[src/rtl/sc_reg_pkg.sv]
// -----------------------------------------------------------------------------
// sc_reg_pkg
// Shared definitions for the uDATAPATH register family: the width of the
// operation-select field and the encodings of every register operation.
// Imported by the general register, its next-state logic and the control unit.
// -----------------------------------------------------------------------------
package sc_reg_pkg;

    localparam int MODE_W = 3;

    typedef logic [MODE_W-1:0] mode_t;

    localparam mode_t MODE_HOLD  = 3'b000;
    localparam mode_t MODE_LOAD  = 3'b001;
    localparam mode_t MODE_INC   = 3'b010;
    localparam mode_t MODE_DEC   = 3'b011;
    localparam mode_t MODE_SHL   = 3'b100;
    localparam mode_t MODE_SHR   = 3'b101;
    localparam mode_t MODE_CLEAR = 3'b110;
    localparam mode_t MODE_RSVD  = 3'b111;

endpackage

[src/rtl/sc_reg_general_if.sv]
// -----------------------------------------------------------------------------
// sc_reg_general_if
// Bus bundle between a controller and one general-purpose datapath register.
//   SC_RegGENERAL_mode_InBus   operation select (controller -> register)
//   SC_RegGENERAL_data_InBus   parallel load data (controller -> register)
//   SC_RegGENERAL_serial_In    shift-in bit (controller -> register)
//   SC_RegGENERAL_data_OutBus  register contents (register -> controller)
//   SC_RegGENERAL_carry_Out    registered carry/borrow/shift-out flag
//   SC_RegGENERAL_zero_Out     register == 0
// Modports: master = controller side, slave = register side.
// -----------------------------------------------------------------------------
interface sc_reg_general_if #(
    parameter int DATAWIDTH_BUS = 32
);
    import sc_reg_pkg::*;

    mode_t                    SC_RegGENERAL_mode_InBus;
    logic [DATAWIDTH_BUS-1:0] SC_RegGENERAL_data_InBus;
    logic                     SC_RegGENERAL_serial_In;
    logic [DATAWIDTH_BUS-1:0] SC_RegGENERAL_data_OutBus;
    logic                     SC_RegGENERAL_carry_Out;
    logic                     SC_RegGENERAL_zero_Out;

    modport master (
        output SC_RegGENERAL_mode_InBus,
        output SC_RegGENERAL_data_InBus,
        output SC_RegGENERAL_serial_In,
        input  SC_RegGENERAL_data_OutBus,
        input  SC_RegGENERAL_carry_Out,
        input  SC_RegGENERAL_zero_Out
    );

    modport slave (
        input  SC_RegGENERAL_mode_InBus,
        input  SC_RegGENERAL_data_InBus,
        input  SC_RegGENERAL_serial_In,
        output SC_RegGENERAL_data_OutBus,
        output SC_RegGENERAL_carry_Out,
        output SC_RegGENERAL_zero_Out
    );

endinterface

[src/rtl/sc_reg_general_nextstate.sv]
// -----------------------------------------------------------------------------
// sc_reg_general_nextstate
// Purely combinational next-value / next-carry logic for sc_reg_general.
//   reg_q      in   current register value
//   carry_q    in   current carry flag (kept on HOLD / reserved)
//   mode       in   operation select
//   data_in    in   parallel load data
//   serial_in  in   bit shifted into the vacated position on SHL/SHR
//   reg_next   out  value the register takes at the next edge
//   carry_next out  value the carry flag takes at the next edge
// -----------------------------------------------------------------------------
module sc_reg_general_nextstate
    import sc_reg_pkg::*;
#(
    parameter int                       DATAWIDTH_BUS        = 32,
    parameter logic [DATAWIDTH_BUS-1:0] DATA_REGGENERAL_INIT = '0,
    parameter int                       INC_STEP             = 1
) (
    input  logic [DATAWIDTH_BUS-1:0] reg_q,
    input  logic                     carry_q,
    input  mode_t                    mode,
    input  logic [DATAWIDTH_BUS-1:0] data_in,
    input  logic                     serial_in,
    output logic [DATAWIDTH_BUS-1:0] reg_next,
    output logic                     carry_next
);

    localparam logic [DATAWIDTH_BUS-1:0] STEP = DATAWIDTH_BUS'(INC_STEP);

    // One extra bit so the wrap of INC lands in the MSB as the carry.
    logic [DATAWIDTH_BUS:0]   inc_wide;
    logic [DATAWIDTH_BUS-1:0] dec_val;
    logic                     dec_borrow;

    assign inc_wide   = {1'b0, reg_q} + {1'b0, STEP};
    assign dec_val    = reg_q - STEP;
    assign dec_borrow = (reg_q < STEP);

    always_comb begin
        // HOLD and the reserved encoding both fall through to these defaults.
        reg_next   = reg_q;
        carry_next = carry_q;
        case (mode)
            MODE_LOAD: begin
                reg_next   = data_in;
                carry_next = 1'b0;
            end
            MODE_INC: begin
                reg_next   = inc_wide[DATAWIDTH_BUS-1:0];
                carry_next = inc_wide[DATAWIDTH_BUS];
            end
            MODE_DEC: begin
                reg_next   = dec_val;
                carry_next = dec_borrow;
            end
            MODE_SHL: begin
                reg_next   = {reg_q[DATAWIDTH_BUS-2:0], serial_in};
                carry_next = reg_q[DATAWIDTH_BUS-1];
            end
            MODE_SHR: begin
                reg_next   = {serial_in, reg_q[DATAWIDTH_BUS-1:1]};
                carry_next = reg_q[0];
            end
            MODE_CLEAR: begin
                reg_next   = DATA_REGGENERAL_INIT;
                carry_next = 1'b0;
            end
            default: begin
                reg_next   = reg_q;
                carry_next = carry_q;
            end
        endcase
    end

endmodule

[src/rtl/sc_reg_general.sv]
// -----------------------------------------------------------------------------
// sc_reg_general
// General-purpose datapath register: hold / load / increment / decrement /
// shift left / shift right / clear, selected per cycle by a 3-bit mode.
// Usable as program counter, loop counter or shift register.
//   SC_RegGENERAL_CLOCK_50      in   clock, all updates on rising edge
//   SC_RegGENERAL_RESET_InHigh  in   synchronous active-high reset
//   bus (slave)                      mode, load data, serial-in in;
//                                    data, carry and zero flags out
// Outputs come straight from the flops (zero is a compare on the register),
// so there is no combinational path from any input to any output.
// -----------------------------------------------------------------------------
module sc_reg_general
    import sc_reg_pkg::*;
#(
    parameter int                       DATAWIDTH_BUS        = 32,
    parameter logic [DATAWIDTH_BUS-1:0] DATA_REGGENERAL_INIT = '0,
    parameter int                       INC_STEP             = 1
) (
    input  logic                SC_RegGENERAL_CLOCK_50,
    input  logic                SC_RegGENERAL_RESET_InHigh,
    sc_reg_general_if.slave     bus
);

    logic [DATAWIDTH_BUS-1:0] reg_q;
    logic [DATAWIDTH_BUS-1:0] reg_d;
    logic                     carry_q;
    logic                     carry_d;

    sc_reg_general_nextstate #(
        .DATAWIDTH_BUS        (DATAWIDTH_BUS),
        .DATA_REGGENERAL_INIT (DATA_REGGENERAL_INIT),
        .INC_STEP             (INC_STEP)
    ) u_nextstate (
        .reg_q      (reg_q),
        .carry_q    (carry_q),
        .mode       (bus.SC_RegGENERAL_mode_InBus),
        .data_in    (bus.SC_RegGENERAL_data_InBus),
        .serial_in  (bus.SC_RegGENERAL_serial_In),
        .reg_next   (reg_d),
        .carry_next (carry_d)
    );

    // Reset overrides whatever operation is presented at the same edge.
    always_ff @(posedge SC_RegGENERAL_CLOCK_50) begin
        if (SC_RegGENERAL_RESET_InHigh) begin
            reg_q   <= DATA_REGGENERAL_INIT;
            carry_q <= 1'b0;
        end else begin
            reg_q   <= reg_d;
            carry_q <= carry_d;
        end
    end

    assign bus.SC_RegGENERAL_data_OutBus = reg_q;
    assign bus.SC_RegGENERAL_carry_Out   = carry_q;
    assign bus.SC_RegGENERAL_zero_Out    = (reg_q == '0);

endmodule

[src/flat_wrapper.sv]
// flat-port wrapper written by rule: the top's interface ports become plain ports
module sc_reg_general_flat import sc_reg_pkg::*;
#(
    parameter int                       DATAWIDTH_BUS        = 32,
    parameter logic [DATAWIDTH_BUS-1:0] DATA_REGGENERAL_INIT = '0,
    parameter int                       INC_STEP             = 1
)
  (SC_RegGENERAL_CLOCK_50, SC_RegGENERAL_RESET_InHigh, bus_SC_RegGENERAL_mode_InBus, bus_SC_RegGENERAL_data_InBus, bus_SC_RegGENERAL_serial_In, bus_SC_RegGENERAL_data_OutBus, bus_SC_RegGENERAL_carry_Out, bus_SC_RegGENERAL_zero_Out);
  sc_reg_general_if #(.DATAWIDTH_BUS(DATAWIDTH_BUS)) bus_i ();
  input  logic SC_RegGENERAL_CLOCK_50;
  input  logic SC_RegGENERAL_RESET_InHigh;
  input wire logic [$bits(bus_i.SC_RegGENERAL_mode_InBus)-1:0] bus_SC_RegGENERAL_mode_InBus;
  input wire logic [$bits(bus_i.SC_RegGENERAL_data_InBus)-1:0] bus_SC_RegGENERAL_data_InBus;
  input wire logic [$bits(bus_i.SC_RegGENERAL_serial_In)-1:0] bus_SC_RegGENERAL_serial_In;
  output wire logic [$bits(bus_i.SC_RegGENERAL_data_OutBus)-1:0] bus_SC_RegGENERAL_data_OutBus;
  output wire logic [$bits(bus_i.SC_RegGENERAL_carry_Out)-1:0] bus_SC_RegGENERAL_carry_Out;
  output wire logic [$bits(bus_i.SC_RegGENERAL_zero_Out)-1:0] bus_SC_RegGENERAL_zero_Out;
  assign bus_i.SC_RegGENERAL_mode_InBus = bus_SC_RegGENERAL_mode_InBus;
  assign bus_i.SC_RegGENERAL_data_InBus = bus_SC_RegGENERAL_data_InBus;
  assign bus_i.SC_RegGENERAL_serial_In = bus_SC_RegGENERAL_serial_In;
  assign bus_SC_RegGENERAL_data_OutBus = bus_i.SC_RegGENERAL_data_OutBus;
  assign bus_SC_RegGENERAL_carry_Out = bus_i.SC_RegGENERAL_carry_Out;
  assign bus_SC_RegGENERAL_zero_Out = bus_i.SC_RegGENERAL_zero_Out;
  sc_reg_general #(.DATAWIDTH_BUS(DATAWIDTH_BUS), .DATA_REGGENERAL_INIT(DATA_REGGENERAL_INIT), .INC_STEP(INC_STEP)) u_core (.SC_RegGENERAL_CLOCK_50(SC_RegGENERAL_CLOCK_50), .SC_RegGENERAL_RESET_InHigh(SC_RegGENERAL_RESET_InHigh), .bus(bus_i));
endmodule
[config.mk]
export PLATFORM = sky130hd
export DESIGN_NAME = sc_reg_general_flat
export DESIGN_NICKNAME = d
export VERILOG_FILES = /design/src/rtl/sc_reg_pkg.sv /design/src/rtl/sc_reg_general_if.sv /design/src/rtl/sc_reg_general_nextstate.sv /design/src/rtl/sc_reg_general.sv /design/src/flat_wrapper.sv
export SDC_FILE = /design/constraint.sdc
export NUM_CORES = 1
export LEC_CHECK = 0
export BUFFER_PORTS_ARGS = -buffer_cell sky130_fd_sc_hd__buf_4
export CAP_MARGIN = 5
export CORE_MARGIN = 4
export CORE_UTILIZATION = 50
export CTS_CLUSTER_SIZE = 16
export DETAILED_ROUTE_END_ITERATION = 12
export PLACE_DENSITY = 0.82
export SYNTH_ARGS = -nofsm -noshare
export SYNTH_HDL_FRONTEND = slang
export SYNTH_SLANG_ARGS = --single-unit
[constraint.sdc]
create_clock -name SC_RegGENERAL_CLOCK_50 -period 3.4 [get_ports SC_RegGENERAL_CLOCK_50]
set_input_delay 0.34 -clock SC_RegGENERAL_CLOCK_50 [delete_from_list [all_inputs] [get_ports SC_RegGENERAL_CLOCK_50]]
set_output_delay 0.34 -clock SC_RegGENERAL_CLOCK_50 [all_outputs]
set_load 0.05 [all_outputs]
==> results of run 1 <==
-- synthesized netlist by cell type, drive strengths merged (2+ instances only) --
cell type	n
a211o	5
a211oi	6
a21oi	61
a221o	3
a221oi	12
a22oi	7
a311oi	4
a31oi	5
and2	2
and3	7
and4	6
buf	10
clkbuf	53
dfxtp	33
ha	3
inv	11
mux2	7
mux2i	3
nand2	34
nand2b	5
nand3	16
nand4	10
nor2	50
nor2b	3
nor3	30
nor3b	3
nor4	20
o211ai	5
o21a	2
o21ai	16
o221ai	6
o22a	2
o22ai	27
o311a	2
o31ai	5
or2	6
or3	6
or4	9
xnor2	7
xor2	21
-- cell type report --
class	count	area, µm²	share of cell area, %
multi-input combinational	431	2710	64.0
timing repair buffer	82	616	14.5
tap	96	120	2.84
clock buffer	7	86.3	2.04
sequential	33	661	15.6
inverter	11	41.3	0.975
-- power groups by stage --
stage / clock network [mW] / registers, mW / logic [mW]
after floorplan: 0 / 0.579 / 0.404
after global routing: 0.336 / 0.539 / 0.692
final: 0.318 / 0.529 / 0.645
after detailed placement: 0 / 0.534 / 0.632
after CTS: 0.323 / 0.525 / 0.636
after global placement: 0 / 0.530 / 0.624
-- path summary, 6_finish.rpt --
kind	slack (ps)	cells past startpoint	from	to
worst max-delay path	550	4	u_core.bus.SC_RegGENERAL_data_OutBus[13]$_SDFFE_PP0P_	bus_SC_RegGENERAL_zero_Out
worst min-delay path	330	3	bus_SC_RegGENERAL_data_InBus[27]	u_core.bus.SC_RegGENERAL_data_OutBus[27]$_SDFFE_PP0P_
worst min register to register	510	2	u_core.bus.SC_RegGENERAL_carry_Out$_SDFFE_PP0P_	u_core.bus.SC_RegGENERAL_carry_Out$_SDFFE_PP0P_
worst max register to register	660	8	u_core.bus.SC_RegGENERAL_data_OutBus[0]$_SDFFE_PP0P_	u_core.bus.SC_RegGENERAL_data_OutBus[14]$_SDFFE_PP0P_
-- worst max-delay path, delay by kind of cell, from the launching register on --
kind	cells	cell delay [ps]
AND/OR/NAND/NOR	3	1490
buffers and inverters	1	260
flip-flops	1	470
-- sequential cells by signal, summed over array words and instances, names as in the netlist --
register	count
u_core.bus.SC_RegGENERAL_carry_Out	1
u_core.bus.SC_RegGENERAL_data_OutBus	32
-- kinds of logic after synthesis --
kind of cell | synth area share (%)
AND/OR/NAND/NOR | 31.0
AO/OA/AOI/OAI | 32.2
buffers and inverters | 8.00
flip-flops | 18.1
XOR/XNOR | 6.70
multiplexers | 2.97
adder cells (fa/ha/maj) | 1.03
-- per-layer routing --
metal / up-vias / part of all wire [%]
met2: 311 / 45
met3: 32 / 12
li1: 2103 / -
met4: 0 / 1.7
met5: - / 0
met1: 2103 / 41
==> impl_metrics.sql, run 1 <==
INSERT INTO impl_metrics (metric_group, metric, value, unit) VALUES
('worst_setup_path', 'critPathRequiredTime', '3060', 'ps'),
('layout', 'antenna_cells_inserted', '0', ''),
('floorplan', 'design.portCount', '72', ''),
('logic_synthesis', 'yosys_register_bits', '33', ''),
('logic_synthesis', 'synth_top_area_share', '18.1', '%'),
('place', 'placedInstanceArea', '4150', 'µm²'),
('layout', 'fillerInstances', '656', ''),
('clock_network', 'cts_max_level', '2', ''),
('timing', 'finalCriticalPeriod', '2850', 'ps'),
('timing', 'post-route-period-util', '83.8', '%'),
('layout', 'syn_to_final_growth', '15.7', '%'),
('grt', 'gr-total-overflow', '0', ''),
('place', 'placedCellCount', '653', ''),
('logic_synthesis', 'synth.area.top_cells', 'sky130_fd_sc_hd__dfxtp_1, sky130_fd_sc_hd__a21oi_1, sky130_fd_sc_hd__clkbuf_1', ''),
('power_and_ir_drop', 'p_int', '0.828', 'mW'),
('clock_network', 'ctsResizeCount', '0', ''),
('detailed_routing', 'detail_route.iter0.violations', '677', ''),
('power_and_ir_drop', 'switchingPower', '0.664', 'mW'),
('power_and_ir_drop', 'power.static_leakage', '1.65', 'nW'),
('power_and_ir_drop', 'power_frac_seq', '35.5', '%'),
('grt', 'antenna_found_initial', '0', ''),
('power_and_ir_drop', 'power_frac_clock', '21.3', '%'),
('place', 'gpl.final_weighted_congestion', '0.956', ''),
('clock_network', 'clk_pin_slew', '70', 'ps'),
('timing', 'hold-worst-slack', '329', 'ps'),
('floorplan', 'floorplan.initialDensity', '52.7', '%'),
('timing', 'totalNegativeSetupSlack', '0', 'ps'),
('worst_setup_path', 'critical_path_peak_fanout', '13', ''),
('detailed_routing', 'route.detailed.wl_per_inst', '19.9', 'µm'),
('logic_synthesis', 'number_of_instances_in_the_synthesized_netlist', '538', ''),
('min_path', 'min_path_type', 'input port to register', ''),
('grt', 'groute.layer.met3.usage', '5.31', '%'),
('power_and_ir_drop', 'p_sw_share', '44.5', '%'),
('floorplan', 'die_area', '8750', 'µm²'),
('logic_synthesis', 'synth_top_flop_cell', 'sky130_fd_sc_hd__dfxtp_1', ''),
('status', 'result_of_the_run', 'finished, final reports clean', ''),
('grt', 'groute.layer.met1.usage', '40.6', '%'),
('clock_network', 'cts_setup_buffers', '0', ''),
('clock_network', 'cts_num_sinks', '33', ''),
('clock_network', 'clock_tree.buffer_depth', '2', ''),
('layout', 'nNetsFinal', '605', ''),
('worst_setup_path', 'timing.critical_path.to_type', 'output pin', ''),
('grt', 'grt.total_usage', '29.6', '%'),
('clock_network', 'cts_tree', 'built', ''),
('logic_synthesis', 'synth.cell_area', '3660', 'µm²'),
('timing', 'report.final.setup_viol', '0', ''),
('logic_synthesis', 'synth_area_per_cell', '6.80', 'µm²'),
('grt', 'first_global_vias', '4122', ''),
('worst_setup_path', 'critPathMostFrequentCell', 'sky130_fd_sc_hd__or4_4', ''),
('floorplan', 'fp.coreArea', '6940', 'µm²'),
('detailed_routing', 'drt_pass1_iterations', '5', ''),
('logic_synthesis', 'synthesis.nets', '579', ''),
('place', 'dp_slack', '735', 'ps'),
('grt', 'maximum_number_of_pins_on_one_net_before_global_route_repair', '62', ''),
('power_and_ir_drop', 'comb_power_share', '43.2', '%'),
('worst_setup_path', 'worstSetupStartpointType', 'register', ''),
('clock_network', 'worstSkewPairLatency', '300', 'ps'),
('power_and_ir_drop', 'power.ir.vdd_worst', '212', 'µV'),
('power_and_ir_drop', 'total_power', '1.49', 'mW'),
('timing', 'clock.fmax', '0.351', 'GHz'),
('timing', 'layout_setup_ws', '552', 'ps'),
('timing', 'setup_repair_after_global_routing_missed_its_margin', 'false', ''),
('job', 'cap_violations', '0', ''),
('layout', 'final_common_cell', 'sky130_fd_sc_hd__buf_4', ''),
('floorplan', 'dieWidth', '93.6', 'µm'),
('detailed_routing', 'detail_route.drc_violations', '0', ''),
('layout', 'final_core_utilization', '61.0', '%'),
('clock_network', 'tritoncts.num_buffers', '5', ''),
('worst_setup_path', 'critical_path.slowest_cell', 'sky130_fd_sc_hd__or4_4', ''),
('logic_synthesis', 'synth_seq_area_share', '18.1', '%'),
('logic_synthesis', 'synthDominantAreaCellType', 'sky130_fd_sc_hd__dfxtp_1', '');
Note: power is estimated with default switching activity, not from simulation.
==> run 2: changes to the inputs <==
--- a/config.mk
+++ b/config.mk
@@ -5,13 +5,14 @@
 export SDC_FILE = /design/constraint.sdc
 export NUM_CORES = 1
 export LEC_CHECK = 0
+export ABC_AREA = 1
 export BUFFER_PORTS_ARGS = -buffer_cell sky130_fd_sc_hd__buf_4
 export CAP_MARGIN = 5
 export CORE_MARGIN = 4
 export CORE_UTILIZATION = 50
 export CTS_CLUSTER_SIZE = 16
 export DETAILED_ROUTE_END_ITERATION = 12
-export PLACE_DENSITY = 0.82
+export PLACE_DENSITY = 0.81
 export SYNTH_ARGS = -nofsm -noshare
 export SYNTH_HDL_FRONTEND = slang
 export SYNTH_SLANG_ARGS = --single-unit
==> constraint.sdc (replaced) <==
create_clock -name SC_RegGENERAL_CLOCK_50 -period 2.8 [get_ports SC_RegGENERAL_CLOCK_50]
set_input_delay 0.28 -clock SC_RegGENERAL_CLOCK_50 [delete_from_list [all_inputs] [get_ports SC_RegGENERAL_CLOCK_50]]
set_output_delay 0.28 -clock SC_RegGENERAL_CLOCK_50 [all_outputs]
set_load 0.05 [all_outputs]
==> run 2 against run 1 <==
  * Non-clock buffer count is 1 lower
  * Clock power rose by 23%
  * First-iteration DRC count fell by 8.4%
  * Global-route usage grew 5.2 points
  * Sequential power grew 20%
  * Clock skew fell by 1.4 ps
  * Synthesized area increased by 17%
  * Utilization is 2.7 points lower
  * Combinational power increased by 50%
  * Critical path depth rose by 2
  * Clock-buffer cell count up 1
  * Sequential cell count is the same
  * Critical path type unchanged
  * Highest routed layer unchanged
==> impl_metrics.sql, run 2 <==
INSERT INTO impl_metrics (metric_group, metric, value, unit) VALUES
('status', 'result_of_the_run', 'finished, final reports clean', ''),
('logic_synthesis', 'post_synth_and_or_nand_nor_area_fraction', '50.0', '%'),
('timing', 'fin_worst_skew', '4.57', 'ps'),
('power_and_ir_drop', 'comb_power_share', '48.5', '%'),
('clock_network', 'cts_setup_buffers', '0', ''),
('power_and_ir_drop', 'power.static_leakage', '2.18', 'nW'),
('layout', 'most-common-layout-cells', 'sky130_fd_sc_hd__nand2_1, sky130_fd_sc_hd__nor2_1, sky130_fd_sc_hd__nand3_1, sky130_fd_sc_hd__buf_4, sky130_fd_sc_hd__inv_1', ''),
('power_and_ir_drop', 'power.ir.vdd_worst', '245', 'µV'),
('clock_network', 'clockRootBuffer', 'sky130_fd_sc_hd__clkbuf_8', ''),
('detailed_routing', 'detail_route.drc_violations', '0', ''),
('logic_synthesis', 'synth_top_flop_cell', 'sky130_fd_sc_hd__dfxtp_1', ''),
('timing', 'hold-worst-slack', '252', 'ps'),
('floorplan', 'die_height', '100', 'µm'),
('timing', 'actual_transition_at_the_worst_max_transition_pin', '632', 'ps'),
('logic_synthesis', 'edff_count_synth', '0', ''),
('logic_synthesis', 'synthDominantAreaCellType', 'sky130_fd_sc_hd__nand2_1', ''),
('logic_synthesis', 'count_leader_synth', 'sky130_fd_sc_hd__nand2_1', ''),
('detailed_routing', 'drt_pass1_iterations', '5', ''),
('layout', 'fillerInstances', '874', ''),
('timing', 'setup_repair_after_global_routing_missed_its_margin', 'false', ''),
('grt', 'grt_pass1_wl', '27600', 'µm'),
('worst_setup_path', 'critical-path-max-stage-delay', '470', 'ps'),
('layout', 'drive_gt1_share', '15.7', '%'),
('logic_synthesis', 'post_synth_num_cell_types', '35', ''),
('layout', 'nNetsFinal', '879', ''),
('power_and_ir_drop', 'p_int', '0.975', 'mW'),
('logic_synthesis', 'synth.area.mux_share', '0', '%'),
('worst_setup_path', 'critical_path_peak_fanout', '10', ''),
('detailed_routing', 'drt-vias-per-instance', '6.02', ''),
('detailed_routing', 'drt-total-wl', '17500', 'µm'),
('grt', 'gr-total-overflow', '0', ''),
('detailed_routing', 'detail-route-antenna-nets', '0', ''),
('worst_setup_path', 'timing.critical_path.to_type', 'output pin', ''),
('worst_setup_path', 'critPathRequiredTime', '2520', 'ps'),
('timing', 'totalNegativeSetupSlack', '0', 'ps'),
('logic_synthesis', 'yosys_register_bits', '33', ''),
('worst_setup_path', 'critical_path_cell_list', 'nor2_1 > nand2_1 > nor2_1 > nand2_1 > nor2_1 > buf_4', ''),
('logic_synthesis', 'synth-async-reset-ratio', '0', '%'),
('power_and_ir_drop', 'total_power', '1.99', 'mW'),
('power_and_ir_drop', 'power_frac_clock', '19.7', '%'),
('logic_synthesis', 'synth_fa_ha_area_share', '0.880', '%'),
('power_and_ir_drop', 'p_per_area', '414', 'nW/µm²'),
('worst_setup_path', 'setup.worst_path.class', 'register to output pin', ''),
('clock_network', 'tritoncts.num_buffers', '5', ''),
('logic_synthesis', 'yosys_warnings', '0', ''),
('logic_synthesis', 'synth_seq_area_share', '15.5', '%'),
('place', 'dp_slack', '741', 'ps'),
('timing', 'post-route-period-util', '83.8', '%'),
('grt', 'antenna_found_initial', '0', ''),
('worst_setup_path', 'critical_path.slowest_cell', 'sky130_fd_sc_hd__dfxtp_1', ''),
('worst_setup_path', 'critical_path_arrival', '2070', 'ps'),
('logic_synthesis', 'synthXorXnorAreaFrac', '0.411', '%'),
('grt', 'maximum_number_of_pins_on_one_net_before_global_route_repair', '38', ''),
('floorplan', 'design.portCount', '72', ''),
('logic_synthesis', 'synth_area_per_cell', '5.35', 'µm²'),
('place', 'buffer_ports.inserted', '71', ''),
('layout', 'multi_input_gate_area', '3010', 'µm²'),
('floorplan', 'die_area', '10100', 'µm²'),
('timing', 'slew-limit-headroom', '57.8', '%'),
('place', 'hpwlAfterDp', '13300', 'µm'),
('power_and_ir_drop', 'power_frac_seq', '31.8', '%'),
('timing', 'finalCriticalPeriod', '2350', 'ps'),
('layout', 'instances_no_fill', '944', ''),
('power_and_ir_drop', 'p_sw_share', '51.1', '%'),
('power_and_ir_drop', 'switchingPower', '1.02', 'mW'),
('job', 'cap_violations', '0', ''),
('grt', 'grt.total_usage', '34.8', '%'),
('clock_network', 'cts_max_level', '2', ''),
('logic_synthesis', 'synth_top_area_share', '18.1', '%'),
('place', 'placedCellCount', '936', ''),
('worst_setup_path', 'worstSetupStartpointType', 'register', ''),
('timing', 'report.final.setup_viol', '0', ''),
('layout', 'syn_to_final_growth', '12.9', '%'),
('worst_setup_path', 'critPathMostFrequentCell', 'sky130_fd_sc_hd__nor2_1', ''),
('detailed_routing', 'route.detailed.wl_per_inst', '18.6', 'µm'),
('floorplan', 'dieWidth', '100', 'µm'),
('floorplan', 'floorplan.initialDensity', '51.7', '%'),
('detailed_routing', 'via_count', '5685', ''),
('min_path', 'min_path_type', 'input port to register', ''),
('worst_setup_path', 'critical_path.top_delay_family', 'simple AND/OR/NAND/NOR gates', ''),
('clock_network', 'clock_tree.buffer_depth', '2', ''),
('grt', 'first_global_vias', '5337', ''),
('logic_synthesis', 'synth.cell_area', '4270', 'µm²'),
('layout', 'largest_register_ffs', '32', ''),
('clock_network', 'cts_num_sinks', '33', ''),
('place', 'gpl.final_weighted_congestion', '1.02', ''),
('logic_synthesis', 'synth.area.top_cells', 'sky130_fd_sc_hd__nand2_1, sky130_fd_sc_hd__dfxtp_1, sky130_fd_sc_hd__nor2_1', ''),
('timing', 'layout_setup_ws', '455', 'ps'),
('timing', 'clock.fmax', '0.426', 'GHz'),
('logic_synthesis', 'number_of_instances_in_the_synthesized_netlist', '797', ''),
('layout', 'antenna_cells_inserted', '0', ''),
('timing', 'timing_max_transition_violations_final', '0', ''),
('logic_synthesis', 'ys_top_cells_by_count', 'sky130_fd_sc_hd__nand2_1, sky130_fd_sc_hd__nor2_1, sky130_fd_sc_hd__nand3_1', ''),
('floorplan', 'fp.coreArea', '8260', 'µm²'),
('detailed_routing', 'detail_route.iter0.violations', '620', ''),
('clock_network', 'clk_pin_slew', '80', 'ps'),
('layout', 'final-seq-area', '661', 'µm²'),
('logic_synthesis', 'synthesis.nets', '838', ''),
('clock_network', 'worstSkewPairLatency', '290', 'ps'),
('logic_synthesis', 'synth_compound_gate_area_share', '19.4', '%'),
('clock_network', 'cts.hold.buffers_added', '0', ''),
('timing', 'finalHoldViolations', '0', ''),
('layout', 'final_common_cell', 'sky130_fd_sc_hd__nand2_1', ''),
('floorplan', 'rows', '33', ''),
('worst_setup_path', 'number_of_buffers_and_inverters_on_the_critical_path', '1', ''),
('clock_network', 'ctsResizeCount', '0', ''),
('logic_synthesis', 'combinational_family_with_the_most_area_after_synthesis', 'simple AND/OR/NAND/NOR gates', ''),
('clock_network', 'cts_tree', 'built', '');
## run 2: cell type report
class                   instances  share of cell area, %
repair buffers                 81                   12.6
well taps                     105                   2.73
flip-flops and latches         33                   13.7
multi-input cells             631                   62.6
clock buffers                   8                   1.66
inverters                      86                   6.70
## run 2: power by group through the flow
stage	Sequential [mW]	Combinational (mW)	Clock, mW
after floorplan	0.699	0.590	0
after global placement	0.637	0.932	0
after detailed placement	0.638	0.942	0
after CTS	0.627	0.946	0.391
after global routing	0.641	1.05	0.409
final	0.634	0.966	0.392
## run 2: logic make-up (layout without fill, tap and decap cells)
kind of cell	after synthesis	after routing
xor+xnor	2	2
fa+ha+maj	3	3
flops	33	33
simple gates	481	481
buf+inv	133	175
compound gates	145	145
## run 2: path summary, 6_finish.rpt
path                                                                       startpoint                                               endpoint  slack [ps]  depth (start not counted)
worst max-delay path            u_core.bus.SC_RegGENERAL_data_OutBus[16]$_SDFFE_PP0P_                             bus_SC_RegGENERAL_zero_Out         450                          6
worst min register to register   u_core.bus.SC_RegGENERAL_data_OutBus[1]$_SDFFE_PP0P_   u_core.bus.SC_RegGENERAL_data_OutBus[1]$_SDFFE_PP0P_         590                          2
worst max register to register   u_core.bus.SC_RegGENERAL_data_OutBus[7]$_SDFFE_PP0P_  u_core.bus.SC_RegGENERAL_data_OutBus[19]$_SDFFE_PP0P_         830                         10
worst min-delay path                                  bus_SC_RegGENERAL_data_InBus[4]   u_core.bus.SC_RegGENERAL_data_OutBus[4]$_SDFFE_PP0P_         250                          3
## run 2: tightest hold or removal path, delay by kind of cell
family | cells | cell delay [ps]
compound gates | 1 | 110
buf+inv | 2 | 140
## run 2: routing by layer
metal	up-vias	GRT usage, %	wire [µm]
li1	2685	-	-
met1	2532	46.0	7030
met2	400	54.1	7630
met3	68	6.88	2050
met4	0	16.8	832
met5	-	0	0
## run 2: metrics by stage
step	instance area, µm²	utilization (%)
after CTS	4820	58.3
after global routing	4820	58.3
after detailed placement	4740	57.4
after floorplan	4270	-
after global placement	4740	57.4
final	4820	58.3
==> run 3: changes to the inputs <==
--- a/config.mk
+++ b/config.mk
@@ -12,7 +12,7 @@
 export CORE_UTILIZATION = 50
 export CTS_CLUSTER_SIZE = 16
 export DETAILED_ROUTE_END_ITERATION = 12
-export PLACE_DENSITY = 0.81
+export PLACE_DENSITY = 0.84
 export SYNTH_ARGS = -nofsm -noshare
 export SYNTH_HDL_FRONTEND = slang
 export SYNTH_SLANG_ARGS = --single-unit
==> constraint.sdc (replaced) <==
create_clock -name SC_RegGENERAL_CLOCK_50 -period 2 [get_ports SC_RegGENERAL_CLOCK_50]
set_input_delay 0.2 -clock SC_RegGENERAL_CLOCK_50 [delete_from_list [all_inputs] [get_ports SC_RegGENERAL_CLOCK_50]]
set_output_delay 0.2 -clock SC_RegGENERAL_CLOCK_50 [all_outputs]
set_load 0.05 [all_outputs]
==> run 3 against run 2 <==
  * Worst hold slack worse by 66 ps
  * Clock power grew 42%
  * Non-clock buffer count up 18
  * Final cell count grew 1.8%
==> impl_metrics.sql, run 3 (synthesized netlist as in run 2, its figures left out) <==
INSERT INTO impl_metrics (metric_group, metric, value, unit) VALUES
('status', 'result_of_the_run', 'finished, final reports clean', ''),
('clock_network', 'cts_tree', 'built', ''),
('power_and_ir_drop', 'p_per_area', '573', 'nW/µm²'),
('clock_network', 'cts.hold.buffers_added', '0', ''),
('grt', 'first_global_vias', '5144', ''),
('timing', 'setup_repair_after_global_routing_missed_its_margin', 'false', ''),
('floorplan', 'design.portCount', '72', ''),
('timing', 'layout_setup_ws', '66.3', 'ps'),
('worst_setup_path', 'timing.critical_path.to_type', 'output pin', ''),
('timing', 'timing_max_transition_violations_final', '0', ''),
('layout', 'multi_input_gate_area', '3030', 'µm²'),
('timing', 'actual_transition_at_the_worst_max_transition_pin', '582', 'ps'),
('timing', 'fin_worst_skew', '10.8', 'ps'),
('layout', 'final-seq-area', '666', 'µm²'),
('detailed_routing', 'drt-total-wl', '17000', 'µm'),
('timing', 'finalCriticalPeriod', '1930', 'ps'),
('layout', 'antenna_cells_inserted', '0', ''),
('grt', 'gr-total-overflow', '0', ''),
('worst_setup_path', 'critical_path_cell_list', 'nor2_1 > nand2_1 > nor2_2 > nand2_1 > nor2_2 > buf_4', ''),
('clock_network', 'clock_tree.buffer_depth', '2', ''),
('floorplan', 'floorplan.initialDensity', '51.7', '%'),
('job', 'cap_violations', '0', ''),
('worst_setup_path', 'critPathRequiredTime', '1800', 'ps'),
('worst_setup_path', 'worstSetupStartpointType', 'register', ''),
('detailed_routing', 'drt-vias-per-instance', '5.77', ''),
('clock_network', 'cts_num_sinks', '33', ''),
('place', 'gpl.final_weighted_congestion', '1.03', ''),
('floorplan', 'rows', '33', ''),
('timing', 'report.final.setup_viol', '0', ''),
('grt', 'maximum_number_of_pins_on_one_net_before_global_route_repair', '24', ''),
('timing', 'slew-limit-headroom', '61.2', '%'),
('worst_setup_path', 'critical_path.slowest_cell', 'sky130_fd_sc_hd__dfxtp_1', ''),
('timing', 'clock.fmax', '0.517', 'GHz'),
('timing', 'post-route-period-util', '96.7', '%'),
('worst_setup_path', 'setup.worst_path.class', 'register to output pin', ''),
('clock_network', 'worstSkewPairLatency', '290', 'ps'),
('layout', 'nNetsFinal', '897', ''),
('floorplan', 'die_area', '10100', 'µm²'),
('detailed_routing', 'detail-route-antenna-nets', '0', ''),
('layout', 'final_common_cell', 'sky130_fd_sc_hd__nand2_1', ''),
('grt', 'antenna_found_initial', '0', ''),
('detailed_routing', 'via_count', '5546', ''),
('place', 'hpwlAfterDp', '13000', 'µm'),
('floorplan', 'dieWidth', '100', 'µm'),
('timing', 'totalNegativeSetupSlack', '0', 'ps'),
('detailed_routing', 'drt_pass1_iterations', '5', ''),
('layout', 'fillerInstances', '876', ''),
('clock_network', 'ctsResizeCount', '1', ''),
('clock_network', 'cts_max_level', '2', ''),
('grt', 'grt.total_usage', '33.8', '%'),
('detailed_routing', 'detail_route.iter0.violations', '565', ''),
('power_and_ir_drop', 'power.ir.vdd_worst', '371', 'µV'),
('clock_network', 'clockRootBuffer', 'sky130_fd_sc_hd__clkbuf_8', ''),
('floorplan', 'fp.coreArea', '8260', 'µm²'),
('layout', 'syn_to_final_growth', '17.0', '%'),
('clock_network', 'clk_pin_slew', '80', 'ps'),
('worst_setup_path', 'critical_path_arrival', '1730', 'ps'),
('floorplan', 'die_height', '100', 'µm'),
('layout', 'drive_gt1_share', '18.7', '%'),
('clock_network', 'cts_setup_buffers', '0', ''),
('power_and_ir_drop', 'power.static_leakage', '2.28', 'nW'),
('layout', 'largest_register_ffs', '32', ''),
('place', 'buffer_ports.inserted', '71', ''),
('worst_setup_path', 'critical_path_peak_fanout', '11', ''),
('grt', 'grt_pass1_wl', '26700', 'µm'),
('worst_setup_path', 'critical-path-max-stage-delay', '480', 'ps'),
('detailed_routing', 'route.detailed.wl_per_inst', '17.6', 'µm'),
('min_path', 'min_path_type', 'input port to register', ''),
('layout', 'most-common-layout-cells', 'sky130_fd_sc_hd__nand2_1, sky130_fd_sc_hd__nor2_1, sky130_fd_sc_hd__buf_4, sky130_fd_sc_hd__nand3_1, sky130_fd_sc_hd__inv_1', ''),
('layout', 'final_core_utilization', '60.4', '%'),
('timing', 'finalHoldViolations', '0', ''),
('clock_network', 'tritoncts.num_buffers', '5', ''),
('detailed_routing', 'detail_route.drc_violations', '0', ''),
('place', 'dp_slack', '174', 'ps');
[run 3: changes by cell type in the layout (fill, tap and decap cells not counted)]
cell / change
sky130_fd_sc_hd__buf_12: +1
sky130_fd_sc_hd__buf_4: +17
sky130_fd_sc_hd__clkbuf_1: -2
sky130_fd_sc_hd__clkbuf_8: +1
sky130_fd_sc_hd__dfxtp_1: -4
sky130_fd_sc_hd__dfxtp_2: +4
sky130_fd_sc_hd__ha_1: -1
sky130_fd_sc_hd__ha_2: +1
sky130_fd_sc_hd__nor2_1: -4
sky130_fd_sc_hd__nor2_2: +4
[run 3: metrics by stage]
| step | total power, mW | instance area (µm²) | cells | hold WS [ps] |
|---|---|---|---|---|
| 2_1_floorplan | 1.81 | 4270 | 797 | 377 |
| 3_5_place_dp | 2.28 | 4890 | 954 | 474 |
| 6_report | 2.86 | 4990 | 961 | 186 |
| 4_1_cts | 2.84 | 4980 | 961 | 173 |
| 3_3_place_gp | 2.28 | 4890 | 954 | 472 |
| 5_1_grt | 3.04 | 4990 | 961 | 192 |
[run 3: layout make-up]
cell class / instances / area share [%]
Clock buffer: 7 / 1.73
Inverter: 86 / 6.47
Multi-Input combinational cell: 631 / 60.7
Sequential cell: 33 / 13.3
Tap cell: 105 / 2.63
Timing Repair Buffer: 99 / 15.1
[run 3: report_power, final]
| group | switching (mW) | internal (mW) |
|---|---|---|
| combinational | 0.964 | 0.459 |
| clock | 0.282 | 0.274 |
| sequential | 0.161 | 0.717 |
[run 3: final timing paths]
path / to / startpoint / slack [ps] / cells after the start
hold reg to reg: u_core.bus.SC_RegGENERAL_data_OutBus[1]$_SDFFE_PP0P_ / u_core.bus.SC_RegGENERAL_data_OutBus[1]$_SDFFE_PP0P_ / 550 / 2
hold / removal: u_core.bus.SC_RegGENERAL_data_OutBus[4]$_SDFFE_PP0P_ / bus_SC_RegGENERAL_data_InBus[4] / 190 / 3
setup reg to reg: u_core.bus.SC_RegGENERAL_data_OutBus[20]$_SDFFE_PP0P_ / u_core.bus.SC_RegGENERAL_data_OutBus[1]$_SDFFE_PP0P_ / 160 / 10
setup / recovery: bus_SC_RegGENERAL_zero_Out / u_core.bus.SC_RegGENERAL_data_OutBus[21]$_SDFFE_PP0P_ / 70 / 6
[run 3: worst max-delay path: cells and delay by family, from the launching register on]
kind                   cells  cell delay, ps
buffers and inverters      1             220
and+or+nand+nor            5             730
DFF                        1             480
[run 3: routing by layer]
| layer | vias to the layer above | track usage [%] | routed length (µm) |
|---|---|---|---|
| met5 | - | 0 | 0 |
| met4 | 0 | 14.8 | 687 |
| met3 | 47 | 7.92 | 1820 |
| met2 | 329 | 52.4 | 7530 |
| met1 | 2437 | 44.5 | 6920 |
| li1 | 2733 | - | - |
